$ cat src/rtl/mem_arbiter_rr_pkg.sv
// mem_arbiter_rr_pkg
//   Constants shared by the shared-memory arbiter slice.
//   ARB_TDM / ARB_RR       : values of the ARB_MODE parameter.
//   DEFAULT_SHARED_LIMIT   : highest address of the shared window; core
//                            addresses above it are private and get
//                            relocated by core index.
package mem_arbiter_rr_pkg;

  localparam int ARB_TDM = 0;
  localparam int ARB_RR  = 1;

  localparam int DEFAULT_SHARED_LIMIT = 3499;

endpackage : mem_arbiter_rr_pkg

$ cat src/rtl/mem_arbiter_rr_pick.sv
// rr_pick
//   Combinational round-robin selector: returns the first set bit of req
//   found searching upward from (ptr + 1), wrapping at N.
//   Ports:
//     req   in  N      request vector (already masked by the caller)
//     ptr   in  IDX_W  index of the previous winner
//     win   out N      one-hot winner
//     valid out 1      at least one request was set
module rr_pick #(
  parameter  int N     = 8,
  localparam int IDX_W = $clog2(N)
) (
  input  logic [N-1:0]     req,
  input  logic [IDX_W-1:0] ptr,
  output logic [N-1:0]     win,
  output logic             valid
);

  always_comb begin
    int               pos;
    logic [IDX_W-1:0] idx;
    // NOTE: every output of a combinational block gets a default before any
    // conditional logic, otherwise untaken paths infer latches.
    win   = '0;
    valid = 1'b0;
    pos   = 0;
    idx   = '0;
    for (int k = 1; k <= N; k++) begin
      pos = int'(ptr) + k;
      if (pos >= N) pos = pos - N;
      idx = IDX_W'(pos);
      if (!valid && req[idx]) begin
        win[idx] = 1'b1;
        valid    = 1'b1;
      end
    end
  end

endmodule : rr_pick

$ cat src/rtl/mem_arbiter_rr.sv
// mem_arbiter_rr
//   Shares one single-port memory between NUM_CORES cores. One access is
//   issued per cycle, either by work-conserving round-robin or by fixed TDM
//   slots. Private addresses (above SHARED_LIMIT) are relocated by adding
//   the core index. Read data returns through a tag pipeline matching the
//   memory latency and is steered to the requesting core's rdata slice.
//   Ports:
//     clk16, rst_n          clock (rising edge), async active-low reset
//     req/we                per-core request level and write enable
//     addr/wdata            per-core address and write data (slice i = core i)
//     gnt                   one-cycle pulse: request accepted
//     rvalid/rdata          one-cycle read-return pulse, data held per core
//     mem_addr/mem_we/mem_wdata  registered memory command
//     mem_rdata             memory read data, RD_LAT cycles after mem_addr
module mem_arbiter_rr
  import mem_arbiter_rr_pkg::*;
#(
  parameter int NUM_CORES    = 8,
  parameter int ADDR_W       = 12,
  parameter int DATA_W       = 16,
  parameter int SHARED_LIMIT = DEFAULT_SHARED_LIMIT,
  parameter int RD_LAT       = 1,
  parameter int ARB_MODE     = ARB_RR
) (
  input  logic                          clk16,
  input  logic                          rst_n,
  input  logic [NUM_CORES-1:0]          req,
  input  logic [NUM_CORES-1:0]          we,
  input  logic [NUM_CORES*ADDR_W-1:0]   addr,
  input  logic [NUM_CORES*DATA_W-1:0]   wdata,
  output logic [NUM_CORES-1:0]          gnt,
  output logic [NUM_CORES-1:0]          rvalid,
  output logic [NUM_CORES*DATA_W-1:0]   rdata,
  output logic [ADDR_W-1:0]             mem_addr,
  output logic                          mem_we,
  output logic [DATA_W-1:0]             mem_wdata,
  input  logic [DATA_W-1:0]             mem_rdata
);

  localparam int                IDX_W     = $clog2(NUM_CORES);
  localparam logic [ADDR_W-1:0] LIMIT     = ADDR_W'(SHARED_LIMIT);
  localparam logic [IDX_W-1:0]  LAST_CORE = IDX_W'(NUM_CORES - 1);

  typedef struct packed {
    logic             vld;
    logic [IDX_W-1:0] core;
  } tag_t;

  logic [IDX_W-1:0]     last_win;
  logic [IDX_W-1:0]     slot;
  logic [IDX_W-1:0]     gnt_idx;   // index of the core granted this cycle
  logic [NUM_CORES-1:0] elig;
  logic [NUM_CORES-1:0] win_oh;
  logic                 win_vld;
  logic [IDX_W-1:0]     win_idx;
  logic                 win_we;
  logic [ADDR_W-1:0]    win_addr;
  logic [DATA_W-1:0]    win_wdata;
  logic [ADDR_W-1:0]    phys_addr;
  tag_t                 tag_pipe [RD_LAT];
  tag_t                 tag_out;

  // A core whose gnt is high this cycle is still presenting the request it
  // was just granted for, so it is masked out. TDM further limits the
  // candidates to the core owning the current slot; with at most one bit
  // left, the round-robin picker simply returns it.
  always_comb begin
    elig = req & ~gnt;
    if (ARB_MODE == ARB_TDM) elig = elig & (NUM_CORES'(1) << slot);
  end

  rr_pick #(.N(NUM_CORES)) u_pick (
    .req   (elig),
    .ptr   (last_win),
    .win   (win_oh),
    .valid (win_vld)
  );

  // One-hot winner to index, and mux of its command fields.
  always_comb begin
    win_idx   = '0;
    win_we    = 1'b0;
    win_addr  = '0;
    win_wdata = '0;
    for (int i = 0; i < NUM_CORES; i++) begin
      if (win_oh[i]) begin
        win_idx   = IDX_W'(i);
        win_we    = we[i];
        win_addr  = addr[i*ADDR_W +: ADDR_W];
        win_wdata = wdata[i*DATA_W +: DATA_W];
      end
    end
    phys_addr = (win_addr > LIMIT) ? win_addr + ADDR_W'(win_idx) : win_addr;
  end

  // Issue stage: registered memory command and grant.
  // NOTE: state registers use non-blocking assignments so every flop samples
  // pre-edge values regardless of statement order.
  always_ff @(posedge clk16 or negedge rst_n) begin
    if (!rst_n) begin
      gnt       <= '0;
      mem_we    <= 1'b0;
      mem_addr  <= '0;
      mem_wdata <= '0;
      gnt_idx   <= '0;
      last_win  <= LAST_CORE;
      slot      <= '0;
    end else begin
      gnt    <= win_vld ? win_oh : '0;
      mem_we <= win_vld & win_we;
      if (win_vld) begin
        mem_addr  <= phys_addr;
        mem_wdata <= win_wdata;
        gnt_idx   <= win_idx;
        last_win  <= win_idx;
      end
      slot <= (slot == LAST_CORE) ? '0 : slot + IDX_W'(1);
    end
  end

  // Read tag pipeline. A read issued while gnt is high has its data on
  // mem_rdata RD_LAT cycles later, exactly when its tag leaves the last stage.
  assign tag_out = tag_pipe[RD_LAT-1];

  always_ff @(posedge clk16 or negedge rst_n) begin
    if (!rst_n) begin
      // NOTE: the tag stages are reset explicitly: a stale valid tag left
      // over from before reset would produce a spurious rvalid afterwards.
      for (int k = 0; k < RD_LAT; k++) tag_pipe[k] <= '0;
    end else begin
      tag_pipe[0] <= '{vld: (|gnt) & ~mem_we, core: gnt_idx};
      for (int k = 1; k < RD_LAT; k++) tag_pipe[k] <= tag_pipe[k-1];
    end
  end

  // Return stage: steer memory data to the tagged core's slice.
  always_ff @(posedge clk16 or negedge rst_n) begin
    if (!rst_n) begin
      rvalid <= '0;
      rdata  <= '0;
    end else begin
      for (int i = 0; i < NUM_CORES; i++) begin
        rvalid[i] <= tag_out.vld && (tag_out.core == IDX_W'(i));
        if (tag_out.vld && (tag_out.core == IDX_W'(i)))
          rdata[i*DATA_W +: DATA_W] <= mem_rdata;
      end
    end
  end

endmodule : mem_arbiter_rr
$ cat config.mk
export PLATFORM = sky130hd
export DESIGN_NAME = mem_arbiter_rr
export DESIGN_NICKNAME = d
export VERILOG_FILES = /design/src/rtl/mem_arbiter_rr_pkg.sv /design/src/rtl/mem_arbiter_rr_pick.sv /design/src/rtl/mem_arbiter_rr.sv
export SDC_FILE = /design/constraint.sdc
export NUM_CORES = 1
export LEC_CHECK = 0
export CORE_AREA = 2 2 166 168
export CTS_CLUSTER_DIAMETER = 80
export DETAILED_ROUTE_END_ITERATION = 7
export DIE_AREA = 0 0 168 170
export PLACE_DENSITY = 0.73
export SYNTH_ARGS = -nofsm -noshare
export SYNTH_HDL_FRONTEND = slang
export SYNTH_SLANG_ARGS = --single-unit
$ cat constraint.sdc
create_clock -name clk16 -period 7.8 [get_ports clk16]
set_clock_uncertainty 0.2 [all_clocks]
set_input_delay 1.17 -clock clk16 [delete_from_list [all_inputs] [get_ports clk16]]
set_output_delay 1.17 -clock clk16 [all_outputs]
set_load 0.005 [all_outputs]
==> key figures <==
Outcome
  – Status: complete, no violations

Critical path
  – WP data required: 7930 ps
  – Crit. End Element: register
  – Most used cell, CP: inv_1
  – CP Cell Sequence: clkdlybuf4s50_1 > nor2b_1 > mux4_2 > or3_1 > and2_1 > o32a_1 > o2111ai_2 > a221o_1 > o211ai_1 > and3_1 > o21ai_0 > a22o_1 > ha_1 > inv_1 > fa_1 > inv_1 > a21oi_1 > nor4_2 > nand3_1 > mux2_1
  – Crit Path Class: primary input to register
  – Slowest cell on the critical path: o2111ai_2
  – Crit path arrival time: 6350 ps
  – Critical Path Fanout Max: 11
  – Max stage delay on crit path: 590 ps
  – Critical path startpoint category: primary input

Final layout
  – Area of the multi-input gates: 0.00529 sq mm
  – Reg area: 0.00458 sq mm
  – Fillers: 2,339
  – Area grow syn2layout: 50.6%
  – Fraction of layout cells with a size suffix above 1: 0.127
  – Final Cell Area: 0.0155 sq mm
  – Nets: 1,722

Logic synthesis
  – Register area share after synthesis: 0.446
  – Number of synthesized flops with an enable pin: 0
  – Syn_nets: 1,321
  – Synth warn: 0
  – Count leader, synth: nand2_1
  – Largest cells by area after synthesis: dfrtp_1 44%, nand2_1 8.7%, mux2_2 7.3%
  – Post-synth top cells: 238 x nand2_1, 180 x dfrtp_1, 67 x mux2_2, 55 x nor2_1, 37 x a21oi_1
  – Syn Inst Count: 1,053
  – Leading area contributor after synthesis: dfrtp_1
  – Synth Cell Area: 0.0103 sq mm
  – Yosys top cell area share: 0.438
  – Synth Register Bits: 183
  – Synth cell types: 89
  – Async SR Flop Fraction: 1.00
  – Syn_area_per_cell: 9.76 sq um
  – Post-synth top flop: dfrtp_1

STA
  – RSZ-0062 raised after global routing: no
  – Worst hold slack: 191 ps
  – Final WS setup: 1570 ps
  – Max-slew headroom: 0.238
  – Max Freq: 161 MHz
  – Worst-margin pin slew: 1140 ps
  – Final setup viols: 0
  – Post-route minimum period: 6230 ps
  – Slew Limit Fails: 0
  – Setup TNS: 0 ps
  – Fin crit share: 0.798
  – Final hold violation count: 0

Clock tree
  – Total CTS buffers: 17
  – CTS H-tree lvls: 4
  – Clock Latency Late Sink: 440 ps
  – CTS tree: done
  – Reg clk slew, reported paths: 90 ps
  – Post-CTS Setup Bufs: 0
  – Post_cts resized: 0
  – Sink Count: 183
  – CTS max path bufs: 2
  – Hold Buf Count CTS: 0
  – CTS Root Cell: clkbuf_16

Route
  – ANT nets after route: 0
  – Via count of the routed design: 10,400
  – Final wirelength: 43.6 mm
  – WL/cell: 24.1 microns
  – DRT Pass-1 Iters: 8
  – Drt via density: 5.77
  – DRC errors left: 0
  – 1st-iter DRT viols: 866

Global route
  – Initial antenna violation count: 3
  – First-pass GRT wire length: 64.1 mm
  – GRT Residual Overflow: 0
  – Number of global-route vias before repair: 10,400
  – Largest net degree at the start of global routing: 104
  – Gr usage total: 0.299

Floorplan
  – Row count: 60
  – Die H: 170 microns
  – Top-level I/O count: 431
  – Area of the core: 0.0267 sq mm
  – Die W: 168 microns
  – Die area: 0.0286 sq mm
  – Starting Density: 0.386

Flow run
  – Max_cap viols: 0

Placed design
  – DP HPWL: 33.9 mm
  – Placed cell areas: 0.0148 sq mm
  – Port Buffers: 430
  – Setup WS pre-CTS: 1190 ps
  – Placer Congestion: 0.952

Worst hold path
  – Hold crit path type: register to register
==> critical path, delay by kind of cell <==
| kind | cells | cell delay, ps |
|---|---|---|
| compound gates | 7 | 1710 |
| mux | 2 | 930 |
| buf+inv | 3 | 550 |
| fa+ha+maj | 2 | 560 |
| simple gates | 6 | 1410 |
==> stage by stage <==
| step | instances | utilization |
|---|---|---|
| 5_1_grt | 1809 | 0.581 |
| 6_report | 1811 | 0.581 |
| 4_1_cts | 1808 | 0.581 |
| 2_1_floorplan | 1053 | - |
| 3_5_place_dp | 1776 | 0.557 |
| 3_3_place_gp | 1776 | 0.557 |
==> cells by family after synthesis <==
logic type	count (synthesis)	synth area share
AOI/OAI and AO/OA	236	0.174
xor gates and xnor gates	3	0.00329
adders and majority gates	10	0.0129
buffers and inverters	87	0.0417
DFF	183	0.446
muxes	102	0.129
and+or+nand+nor	432	0.194
==> worst paths after layout <==
path	cells after the start	slack, ps	end	start
worst max-delay path	20	1570	mem_addr[8]	req[6]
worst max register to register	21	1680	mem_addr[8]	last_win[1]
worst min register to register	0	190	tag_out[1]	gnt_idx[1]
min in group asynchronous	1	650	rvalid[6]	rst_n
worst min-delay path	0	190	tag_out[1]	gnt_idx[1]
max in group asynchronous	2	5100	rdata[108]	rst_n
==> state kept, by name, indices dropped and copies added, names as in the netlist <==
register / flops
tag_out: 4
mem_addr: 12
rdata: 128
gnt: 8
rvalid: 8
mem_wdata: 16
mem_we: 1
last_win: 3
gnt_idx: 3
==> area by class of cell <==
cell class / count / share of cell area
clock buffers: 17 / 0.0275
repair buffers: 450 / 0.288
diodes: 3 / 0.000485
inverters: 19 / 0.00485
multi-input cells: 783 / 0.342
clock inverters: 15 / 0.0141
flip-flops and latches: 183 / 0.296
well taps: 341 / 0.0276
==> cell usage in the layout, fill, tap and decap left out, types with 5 or more instances in the layout <==
cell             instances
clkinv_1                 5
and3_1                   7
nor4_1                  10
nand2b_1                18
dfrtp_1                180
clkdlybuf4s50_1        429
nand2_1                238
clkinv_8                 8
nand4_1                  8
nor2b_1                  9
a222oi_1                16
a21o_1                   8
a22oi_1                 19
a21oi_1                 37
inv_1                    8
mux2_2                  67
buf_4                   20
o21ai_0                 34
a31oi_1                  6
or3_1                    5
mux4_2                  16
o211ai_1                 6
a211oi_1                35
nor3_1                  25
o22ai_1                  7
nand3_1                 16
a221oi_1                 7
mux2i_1                 16
clkbuf_16               17
and2_1                  11
a221o_1                  5
nor2_1                  53
ha_1                     9
==> metal layers <==
layer | up-vias | share of wire | GRT usage
li1 | 4666 | - | -
met1 | 5095 | 0.40 | 0.383
met2 | 585 | 0.47 | 0.489
met3 | 101 | 0.079 | 0.0626
met4 | 2 | 0.043 | 0.138
met5 | - | 0.00023 | 0
Power is left out: the tool's default activity adds up to more than one toggle a clock period on the data nets, which glitch-free logic cannot reach.
